--- src/rtl/exec_cc_if.sv ---
// exec_cc_if: E-stage inputs and M-register / condition-code outputs of the
// Y86-64 execute back half. The pipeline side drives through 'master',
// exec_cc_stage consumes through 'slave'.
interface exec_cc_if;
  logic        e_valid;
  logic [3:0]  e_icode;
  logic [3:0]  e_ifun;
  logic [63:0] e_valE;
  logic        e_ovf;
  logic [63:0] e_valA;
  logic [3:0]  e_dstE;
  logic        m_exc;
  logic        w_exc;
  logic        m_stall;
  logic        m_bubble;
  logic        cc_zf;
  logic        cc_sf;
  logic        cc_of;
  logic [3:0]  M_icode;
  logic [3:0]  M_ifun;
  logic        M_cnd;
  logic [63:0] M_valE;
  logic [63:0] M_valA;
  logic [3:0]  M_dstE;

  modport master (
    output e_valid, e_icode, e_ifun, e_valE, e_ovf, e_valA, e_dstE,
    output m_exc, w_exc, m_stall, m_bubble,
    input  cc_zf, cc_sf, cc_of,
    input  M_icode, M_ifun, M_cnd, M_valE, M_valA, M_dstE
  );

  modport slave (
    input  e_valid, e_icode, e_ifun, e_valE, e_ovf, e_valA, e_dstE,
    input  m_exc, w_exc, m_stall, m_bubble,
    output cc_zf, cc_sf, cc_of,
    output M_icode, M_ifun, M_cnd, M_valE, M_valA, M_dstE
  );
endinterface

--- src/rtl/exec_cc_stage.sv ---
// exec_cc_stage: execute-stage back half of the Y86-64 pipeline.
// Holds the ZF/SF/OF condition codes, evaluates the jXX/cmovXX condition
// from the registered codes and loads the E->M pipeline register with
// stall/bubble control.
// Optional macro EXEC_CC_EXC_GATE_EN: when defined, an OPq does not update
// the condition codes while an instruction in M or W carries an exception.
module exec_cc_stage (
  input logic      clk,
  input logic      rst,
  exec_cc_if.slave bus
);
  localparam logic [3:0] IOPQ  = 4'h6;
  localparam logic [3:0] ICMOV = 4'h2;
  localparam logic [3:0] IJXX  = 4'h7;
  localparam logic [3:0] INOP  = 4'h1;
  localparam logic [3:0] RNONE = 4'hF;

  logic        r_ccZf;
  logic        r_ccSf;
  logic        r_ccOf;
  logic [3:0]  r_mIcode;
  logic [3:0]  r_mIfun;
  logic        r_mCnd;
  logic [63:0] r_mValE;
  logic [63:0] r_mValA;
  logic [3:0]  r_mDstE;

  logic        w_cnd;
  logic        w_excGate;
  logic        w_setCc;
  logic        w_nextOf;
  logic        w_nextCnd;
  logic [3:0]  w_nextDstE;

`ifdef EXEC_CC_EXC_GATE_EN
  assign w_excGate = !bus.m_exc && !bus.w_exc;
`else
  logic w_unusedExc;
  assign w_unusedExc = bus.m_exc ^ bus.w_exc;
  assign w_excGate   = 1'b1;
`endif

  // Branch/move condition from the registered codes only; same-cycle CC is never bypassed
  always_comb begin
    w_cnd = 1'b0;
    case (bus.e_ifun)
      4'h0:    w_cnd = 1'b1;
      4'h1:    w_cnd = (r_ccSf ^ r_ccOf) | r_ccZf;
      4'h2:    w_cnd = r_ccSf ^ r_ccOf;
      4'h3:    w_cnd = r_ccZf;
      4'h4:    w_cnd = !r_ccZf;
      4'h5:    w_cnd = !(r_ccSf ^ r_ccOf);
      4'h6:    w_cnd = !(r_ccSf ^ r_ccOf) && !r_ccZf;
      default: w_cnd = 1'b0;
    endcase
  end

  // Only a real, unstalled OPq (and no older faulting instruction when gated) writes CC
  assign w_setCc  = bus.e_valid && (bus.e_icode == IOPQ) && !bus.m_stall && w_excGate;
  assign w_nextOf = ((bus.e_ifun == 4'h0) || (bus.e_ifun == 4'h1)) ? bus.e_ovf : 1'b0;

  // Condition-code register; logic ops (and/xor) never overflow
  always_ff @(posedge clk) begin
    if (rst) begin
      r_ccZf <= 1'b1;
      r_ccSf <= 1'b0;
      r_ccOf <= 1'b0;
    end else if (w_setCc) begin
      r_ccZf <= (bus.e_valE == 64'd0);
      r_ccSf <= bus.e_valE[63];
      r_ccOf <= w_nextOf;
    end
  end

  // Condition is only meaningful to cmov/jXX; an untaken cmov writes no register
  always_comb begin
    w_nextCnd  = 1'b0;
    w_nextDstE = bus.e_dstE;
    if ((bus.e_icode == ICMOV) || (bus.e_icode == IJXX)) begin
      w_nextCnd = w_cnd;
    end
    if ((bus.e_icode == ICMOV) && !w_cnd) begin
      w_nextDstE = RNONE;
    end
  end

  // E->M register: reset, then bubble, then stall (hold), then load; an E bubble loads a nop
  always_ff @(posedge clk) begin
    if (rst || bus.m_bubble) begin
      r_mIcode <= INOP;
      r_mIfun  <= 4'h0;
      r_mCnd   <= 1'b0;
      r_mValE  <= 64'd0;
      r_mValA  <= 64'd0;
      r_mDstE  <= RNONE;
    end else if (!bus.m_stall) begin
      if (!bus.e_valid) begin
        r_mIcode <= INOP;
        r_mIfun  <= 4'h0;
        r_mCnd   <= 1'b0;
        r_mValE  <= 64'd0;
        r_mValA  <= 64'd0;
        r_mDstE  <= RNONE;
      end else begin
        r_mIcode <= bus.e_icode;
        r_mIfun  <= bus.e_ifun;
        r_mCnd   <= w_nextCnd;
        r_mValE  <= bus.e_valE;
        r_mValA  <= bus.e_valA;
        r_mDstE  <= w_nextDstE;
      end
    end
  end

  assign bus.cc_zf   = r_ccZf;
  assign bus.cc_sf   = r_ccSf;
  assign bus.cc_of   = r_ccOf;
  assign bus.M_icode = r_mIcode;
  assign bus.M_ifun  = r_mIfun;
  assign bus.M_cnd   = r_mCnd;
  assign bus.M_valE  = r_mValE;
  assign bus.M_valA  = r_mValA;
  assign bus.M_dstE  = r_mDstE;
endmodule
--- src/flat_wrapper.sv ---
// flat-port wrapper written by rule: the top's interface ports become plain ports
module exec_cc_stage_flat 
  (clk, rst, bus_e_valid, bus_e_icode, bus_e_ifun, bus_e_valE, bus_e_ovf, bus_e_valA, bus_e_dstE, bus_m_exc, bus_w_exc, bus_m_stall, bus_m_bubble, bus_cc_zf, bus_cc_sf, bus_cc_of, bus_M_icode, bus_M_ifun, bus_M_cnd, bus_M_valE, bus_M_valA, bus_M_dstE);
  exec_cc_if bus_i ();
  input logic clk;
  input logic rst;
  input wire logic [$bits(bus_i.e_valid)-1:0] bus_e_valid;
  input wire logic [$bits(bus_i.e_icode)-1:0] bus_e_icode;
  input wire logic [$bits(bus_i.e_ifun)-1:0] bus_e_ifun;
  input wire logic [$bits(bus_i.e_valE)-1:0] bus_e_valE;
  input wire logic [$bits(bus_i.e_ovf)-1:0] bus_e_ovf;
  input wire logic [$bits(bus_i.e_valA)-1:0] bus_e_valA;
  input wire logic [$bits(bus_i.e_dstE)-1:0] bus_e_dstE;
  input wire logic [$bits(bus_i.m_exc)-1:0] bus_m_exc;
  input wire logic [$bits(bus_i.w_exc)-1:0] bus_w_exc;
  input wire logic [$bits(bus_i.m_stall)-1:0] bus_m_stall;
  input wire logic [$bits(bus_i.m_bubble)-1:0] bus_m_bubble;
  output wire logic [$bits(bus_i.cc_zf)-1:0] bus_cc_zf;
  output wire logic [$bits(bus_i.cc_sf)-1:0] bus_cc_sf;
  output wire logic [$bits(bus_i.cc_of)-1:0] bus_cc_of;
  output wire logic [$bits(bus_i.M_icode)-1:0] bus_M_icode;
  output wire logic [$bits(bus_i.M_ifun)-1:0] bus_M_ifun;
  output wire logic [$bits(bus_i.M_cnd)-1:0] bus_M_cnd;
  output wire logic [$bits(bus_i.M_valE)-1:0] bus_M_valE;
  output wire logic [$bits(bus_i.M_valA)-1:0] bus_M_valA;
  output wire logic [$bits(bus_i.M_dstE)-1:0] bus_M_dstE;
  assign bus_i.e_valid = bus_e_valid;
  assign bus_i.e_icode = bus_e_icode;
  assign bus_i.e_ifun = bus_e_ifun;
  assign bus_i.e_valE = bus_e_valE;
  assign bus_i.e_ovf = bus_e_ovf;
  assign bus_i.e_valA = bus_e_valA;
  assign bus_i.e_dstE = bus_e_dstE;
  assign bus_i.m_exc = bus_m_exc;
  assign bus_i.w_exc = bus_w_exc;
  assign bus_i.m_stall = bus_m_stall;
  assign bus_i.m_bubble = bus_m_bubble;
  assign bus_cc_zf = bus_i.cc_zf;
  assign bus_cc_sf = bus_i.cc_sf;
  assign bus_cc_of = bus_i.cc_of;
  assign bus_M_icode = bus_i.M_icode;
  assign bus_M_ifun = bus_i.M_ifun;
  assign bus_M_cnd = bus_i.M_cnd;
  assign bus_M_valE = bus_i.M_valE;
  assign bus_M_valA = bus_i.M_valA;
  assign bus_M_dstE = bus_i.M_dstE;
  exec_cc_stage u_core (.clk(clk), .rst(rst), .bus(bus_i));
endmodule
--- config.mk ---
export PLATFORM = sky130hd
export DESIGN_NAME = exec_cc_stage_flat
export DESIGN_NICKNAME = d
export VERILOG_FILES = /design/src/rtl/exec_cc_if.sv /design/src/rtl/exec_cc_stage.sv /design/src/flat_wrapper.sv
export SDC_FILE = /design/constraint.sdc
export NUM_CORES = 1
export LEC_CHECK = 0
export BUFFER_PORTS_ARGS = -buffer_cell sky130_fd_sc_hd__clkbuf_2
export CAP_MARGIN = 10
export CORE_MARGIN = 5
export CORE_UTILIZATION = 48
export CTS_BUF_LIST = sky130_fd_sc_hd__clkbuf_4
export CTS_CLUSTER_DIAMETER = 100
export DETAILED_ROUTE_END_ITERATION = 10
export GPL_TIMING_DRIVEN = 0
export PLACE_DENSITY = 0.86
export SLEW_MARGIN = 20
export SYNTH_ARGS = -nofsm -noshare
export SYNTH_HDL_FRONTEND = slang
export SYNTH_SLANG_ARGS = --single-unit
--- constraint.sdc ---
create_clock -name clk -period 2.7 [get_ports clk]
set_input_delay 0 -clock clk [delete_from_list [all_inputs] [get_ports clk]]
set_output_delay 0 -clock clk [all_outputs]
set_load 0.02 [all_outputs]
# After elaboration in Yosys (flattened, before gate mapping)
# Cells that the tools add are included.
dict set report word_totals {
  regBits 144
  latchBits 0
  mem_bits_rw 0
  rom_bits 0
  in_bits 148
  output_inout_bits 144
  wordCells 43
  mem_count 0
}
dict set report op_classes {
  addsub 0
  n_mul 0
  n_div 0
  magnitude_cmp 0
  eq_ne 9
  shift 0
  muxes 10
  bitwise 2
  n_reduce_logical 13
}
# operator n
set ops {}
lappend ops {{$mux 64} 2}
lappend ops {{$logic_not 64->1} 1}
lappend ops {{$eq 4x3->1 const B} 5}
lappend ops {{$mux 4} 4}
lappend ops {{$eq 4x2->1 const B} 3}
lappend ops {{$pmux 1 s7} 1}
lappend ops {{$eq 4x1->1 const B} 1}
lappend ops {{$logic_and 1x1->1} 4}
lappend ops {{$logic_not 1->1} 4}
lappend ops {{$logic_not 4->1} 1}
lappend ops {{$logic_or 1x1->1} 3}
lappend ops {{$mux 1} 3}
lappend ops {{$or 1x1->1} 1}
lappend ops {{$xor 1x1->1} 1}

# Depth between registers and ports, before layout
dict set report depth {
  depth_word 8
  depth_mapped 6
  depth_no_buf 4
}

# Least setup slack after synthesis
# Ideal clock, no wire load.
dict set report synth_path {
  path_type {register to register}
  start {register u_core.r_ccOf (netlist: u_core.bus.cc_of)}
  end {register u_core.r_mCnd (netlist: u_core.bus.M_cnd)}
  t_arrival_ns 1.213
  path_slack_ns 1.369
  stages_incl_launch_ff 5
  path_buffers 0
  path_cell_list {dfxtp_1 xnor2_1 nand3_1 a31o_1 a32o_1}
}
dict set report synth_between {
  elab_chain_cells 6
  elab_cells_between_ends 7
  classes_between {3 x mux; 2 x bitwise; 2 x reduce/logical}
}
# element line_no
set synth_rtl {}
lappend synth_rtl {{start, declared} exec_cc_stage.sv:20} ;# logic r_ccOf;
lappend synth_rtl {{start signal, assigned} exec_cc_stage.sv:71} ;# r_ccOf <= w_nextOf;
lappend synth_rtl {{$xor 1x1->1 (*)} n/a}
lappend synth_rtl {{$logic_not 1->1} {exec_cc_stage.sv:52, exec_cc_stage.sv:53}}
lappend synth_rtl {{$logic_and 1x1->1} exec_cc_stage.sv:53} ;# 4'h6: w_cnd = !(r_ccSf ^ r_ccOf) && !r_ccZf;
lappend synth_rtl {{$pmux 1 s7 (*)} exec_cc_stage.sv:46} ;# case (bus.e_ifun)
lappend synth_rtl {{$mux 1 (*)} exec_cc_stage.sv:79} ;# if ((bus.e_icode == ICMOV) || (bus.e_icode == IJXX)) begin
lappend synth_rtl {{$mux 1 (*)} exec_cc_stage.sv:97} ;# if (!bus.e_valid) begin
lappend synth_rtl {{end signal, assigned} exec_cc_stage.sv:107} ;# r_mCnd <= w_nextCnd;
lappend synth_rtl {{end, declared} exec_cc_stage.sv:23} ;# logic r_mCnd;
# Mark *: on every way between the ends. The rest lies on a longest branch, timed or not.
# A chain may end at the register's enable or synchronous reset.

# Worst setup path after layout
dict set report layout_path {
  start {input bus_e_valE[43]}
  end {register u_core.r_ccZf (netlist: u_core.bus.cc_zf)}
}
dict set report layout_between {
  elab_chain_cells 1
}
# element line_no
set layout_rtl {}
lappend layout_rtl {{start, declared} flat_wrapper.sv:10} ;# input wire logic [$bits(bus_i.e_valE)-1:0] bus_e_valE;
lappend layout_rtl {{$logic_not 64->1} exec_cc_stage.sv:69} ;# r_ccZf <= (bus.e_valE == 64'd0);
lappend layout_rtl {{end signal, assigned} exec_cc_stage.sv:69}
lappend layout_rtl {{end, declared} exec_cc_stage.sv:18} ;# logic r_ccZf;
# Every way passes these cells.

==> impl_metrics.env <==
export IMPL_viasPerCell=5.87
export IMPL_r2r_slack_ns=0.68
export IMPL_antenna_found_initial=2
export IMPL_fmax_ghz=0.436
export IMPL_p_switching_mw=1.21
export IMPL_status="finished, final reports clean"
export IMPL_cts_clk_slew_worst_paths_ns=0.12
export IMPL_finalHoldViolCount=0
export IMPL_seqPwrFrac=0.507
export IMPL_crit_chain="dlygate4sd3_1 -> clkbuf_2 -> nor4_1 -> dlygate4sd3_1 -> nand4_1 -> dlygate4sd3_1 -> or4_1 -> o21ai_1"
export IMPL_yosysWarnings=0
export IMPL_initial_core_util=0.488
export IMPL_tightest_slew_ns=0.718
export IMPL_synth_area_leaders="dfxtp_1 (57%), a22oi_1 (20%), nor2_1 (11%), clkbuf_1 (2.3%), nor4_1 (1.9%)"
export IMPL_clkLatencyLatePin_ns=0.54
export IMPL_finish_utilization=0.821
export IMPL_layout_nets=1133
export IMPL_drt_first_pass_iters=8
export IMPL_globalplace_congestion=0.821
export IMPL_grtUsageTotal=0.371
export IMPL_setup_violations=0
export IMPL_slew_violations=0
export IMPL_hold_ws_ns=0.0726
export IMPL_h_tree_depth=4
export IMPL_post_place_ws_ns=1.20
export IMPL_hp_class="in2reg"
export IMPL_fin_tns_setup_ns=0
export IMPL_peakVddDrop_mv=0.324
export IMPL_cpMostUsedCell="dlygate4sd3_1"
export IMPL_grt_max_degree=17
export IMPL_place_inst=951
export IMPL_crit_buf_inv=4
export IMPL_startpoint_type="primary input"
export IMPL_clock_sinks=144
export IMPL_root_buffer="clkbuf_4"
export IMPL_yosysTopAreaCellShare=0.575
export IMPL_fin_skew_ns=0.0115
export IMPL_period_minus_slack_ns=2.29
export IMPL_grt_pass1_wl_mm=37.1
export IMPL_clock_path_buffers=2
export IMPL_routed_wl_mm=24.0
export IMPL_wl_per_cell_um=21.1
export IMPL_gr_total_overflow=0
export IMPL_synth_top_area_cell="dfxtp_1"
export IMPL_design_area_sq_um=8440
export IMPL_cts_resized=0
export IMPL_fill_cells=525
export IMPL_crit_required_ns=3.17
export IMPL_grt_pass1_vias=7009
export IMPL_stdcell_count=1137
export IMPL_place_area_sq_um=6630
export IMPL_rsz0062_at_grt="no"
export IMPL_final_common_cell="clkbuf_2"
export IMPL_cp_max_fo=2
export IMPL_synth_area_sq_um=5010
export IMPL_critical_path_top_delay_family="buffers and inverters"
export IMPL_dieArea_sq_um=12600
export IMPL_vias=6678
export IMPL_core_sq_um=10300
export IMPL_fin_crit_sh=0.850
export IMPL_p_leak_nw=3.78
export IMPL_switching_share=0.279
export IMPL_ios=292
export IMPL_areaGrowthSynthToFinish_pct=68.4
export IMPL_seq_area_frac_synth=0.575
export IMPL_p_comb_frac=0.157
export IMPL_setup_ws_ns=0.406
export IMPL_cts_tree="built"
export IMPL_layout_common_cells="clkbuf_2 (289), dlygate4sd3_1 (151), dfxtp_1 (144)"
export IMPL_internal_power_mw=3.12
export IMPL_dp_hpwl_mm=12.5
export IMPL_syn_avg_cell_area_sq_um=9.53
export IMPL_worst_path_max_delay_cell="dlygate4sd3_1"
export IMPL_slew_headroom=0.521
export IMPL_p_total_mw=4.33
export IMPL_cts_buffers=17
export IMPL_synth_distinct_cells=34
export IMPL_critPathKind="in2reg"
export IMPL_dieWidth_um=112
export IMPL_ant_nets=0
export IMPL_syn_num_nets=674
export IMPL_die_y_um=112
export IMPL_crit_arrival_ns=2.77
export IMPL_io_buffers=289
export IMPL_endpoint_kind="flop"
export IMPL_yosys_register_bits=144
export IMPL_drtIter0Drc=716
export IMPL_p_per_area_nw_per_um2=513
export IMPL_pwr_share_clk=0.336
export IMPL_synthesis_instances=526
export IMPL_drc=0
export IMPL_maxCapViolCount=0
export IMPL_max_stage_delay_ns=0.60
export IMPL_row_count=37
export IMPL_drive_gt1_frac=0.332
==> path summary, 6_finish.rpt <==
kind | startpoint | to | depth (start not counted)
worst max-delay path | bus_e_valE[43] | u_core.bus.cc_zf$_SDFFE_PP1P_ | 8
worst min-delay path | bus_m_stall | u_core.bus.cc_zf$_SDFFE_PP1P_ | 5
worst max register to register | u_core.bus.cc_sf$_SDFFE_PP0P_ | u_core.bus.M_dstE[0]$_SDFFE_PP1N_ | 5
worst min register to register | u_core.bus.M_valE[43]$_SDFFE_PP0N_ | u_core.bus.M_valE[43]$_SDFFE_PP0N_ | 2
==> cell usage after synthesis <==
library cell / count
buf_1: 5
a31o_1: 1
nor4_1: 15
a31oi_1: 4
nor3_1: 1
mux2i_1: 3
o21a_1: 1
nor4b_1: 1
o311ai_1: 1
or2_1: 1
a32o_1: 1
buf_2: 9
o21ai_1: 1
or4_1: 1
a21oi_1: 2
inv_1: 5
o22ai_1: 5
o21ai_0: 1
nor4_2: 1
inv_2: 1
nand2b_1: 1
or4b_4: 1
xnor2_1: 1
dfxtp_1: 144
nand2_1: 2
nor2b_1: 1
a22oi_1: 135
clkbuf_1: 31
xor2_1: 1
nand4_1: 4
nor2_1: 142
nand3_1: 1
nand2b_4: 1
buf_6: 1
==> cells by family after synthesis <==
family,after synthesis,synth area share
AOI/OAI and AO/OA,152,0.224
DFF,144,0.575
xor gates and xnor gates,2,0.00349
muxes,3,0.00599
and+or+nand+nor,173,0.148
buffers and inverters,52,0.0427
==> layout make-up <==
class	instances	area [sq um]	share of cell area
Antenna cell	3	7.51	0.000889
Buffer	46	191	0.0227
Clock buffer	17	128	0.0151
Clock inverter	15	165	0.0196
Inverter	6	22.5	0.00267
Multi-Input combinational cell	330	1920	0.227
Sequential cell	144	2880	0.341
Tap cell	136	170	0.0202
Timing Repair Buffer	440	2960	0.350
==> state kept, by name, indices dropped and copies added (netlist names) <==
| name | count |
|---|---|
| u_core.bus.M_cnd | 1 |
| u_core.bus.cc_zf | 1 |
| u_core.bus.M_valA | 64 |
| u_core.bus.cc_sf | 1 |
| u_core.bus.M_dstE | 4 |
| u_core.bus.M_icode | 4 |
| u_core.bus.M_valE | 64 |
| u_core.bus.M_ifun | 4 |
| u_core.bus.cc_of | 1 |
==> tightest hold or removal path: cells and delay by family <==
family / cells / cell delay, ns
AOI/OAI and AO/OA: 1 / 0.07
and+or+nand+nor: 2 / 0.26
buffers and inverters: 2 / 0.23
==> routing by layer <==
metal | vias to the layer above | GRT usage | part of all wire
li1 | 2849 | - | -
met1 | 3054 | 0.371 | 0.32
met2 | 605 | 0.667 | 0.50
met3 | 170 | 0.110 | 0.10
met5 | - | 0 | 0
met4 | 0 | 0.236 | 0.070
==> power by group through the flow <==
stage          Clock, mW  Combinational, mW  Sequential (mW)
5_1_grt             1.55              0.721             2.20
2_1_floorplan          0              0.180             2.29
6_report            1.45              0.682             2.20
3_3_place_gp           0              0.453             2.24
4_1_cts             1.43              0.631             2.19
3_5_place_dp           0              0.461             2.24
==> timing repair <==
| action | CTS | global route |
|---|---|---|
| hold endpoints to repair | 144 | 0 |
| hold buffers | 151 | 0 |
| setup buffers | 0 | 0 |
Note: power is estimated with default switching activity, not from simulation.
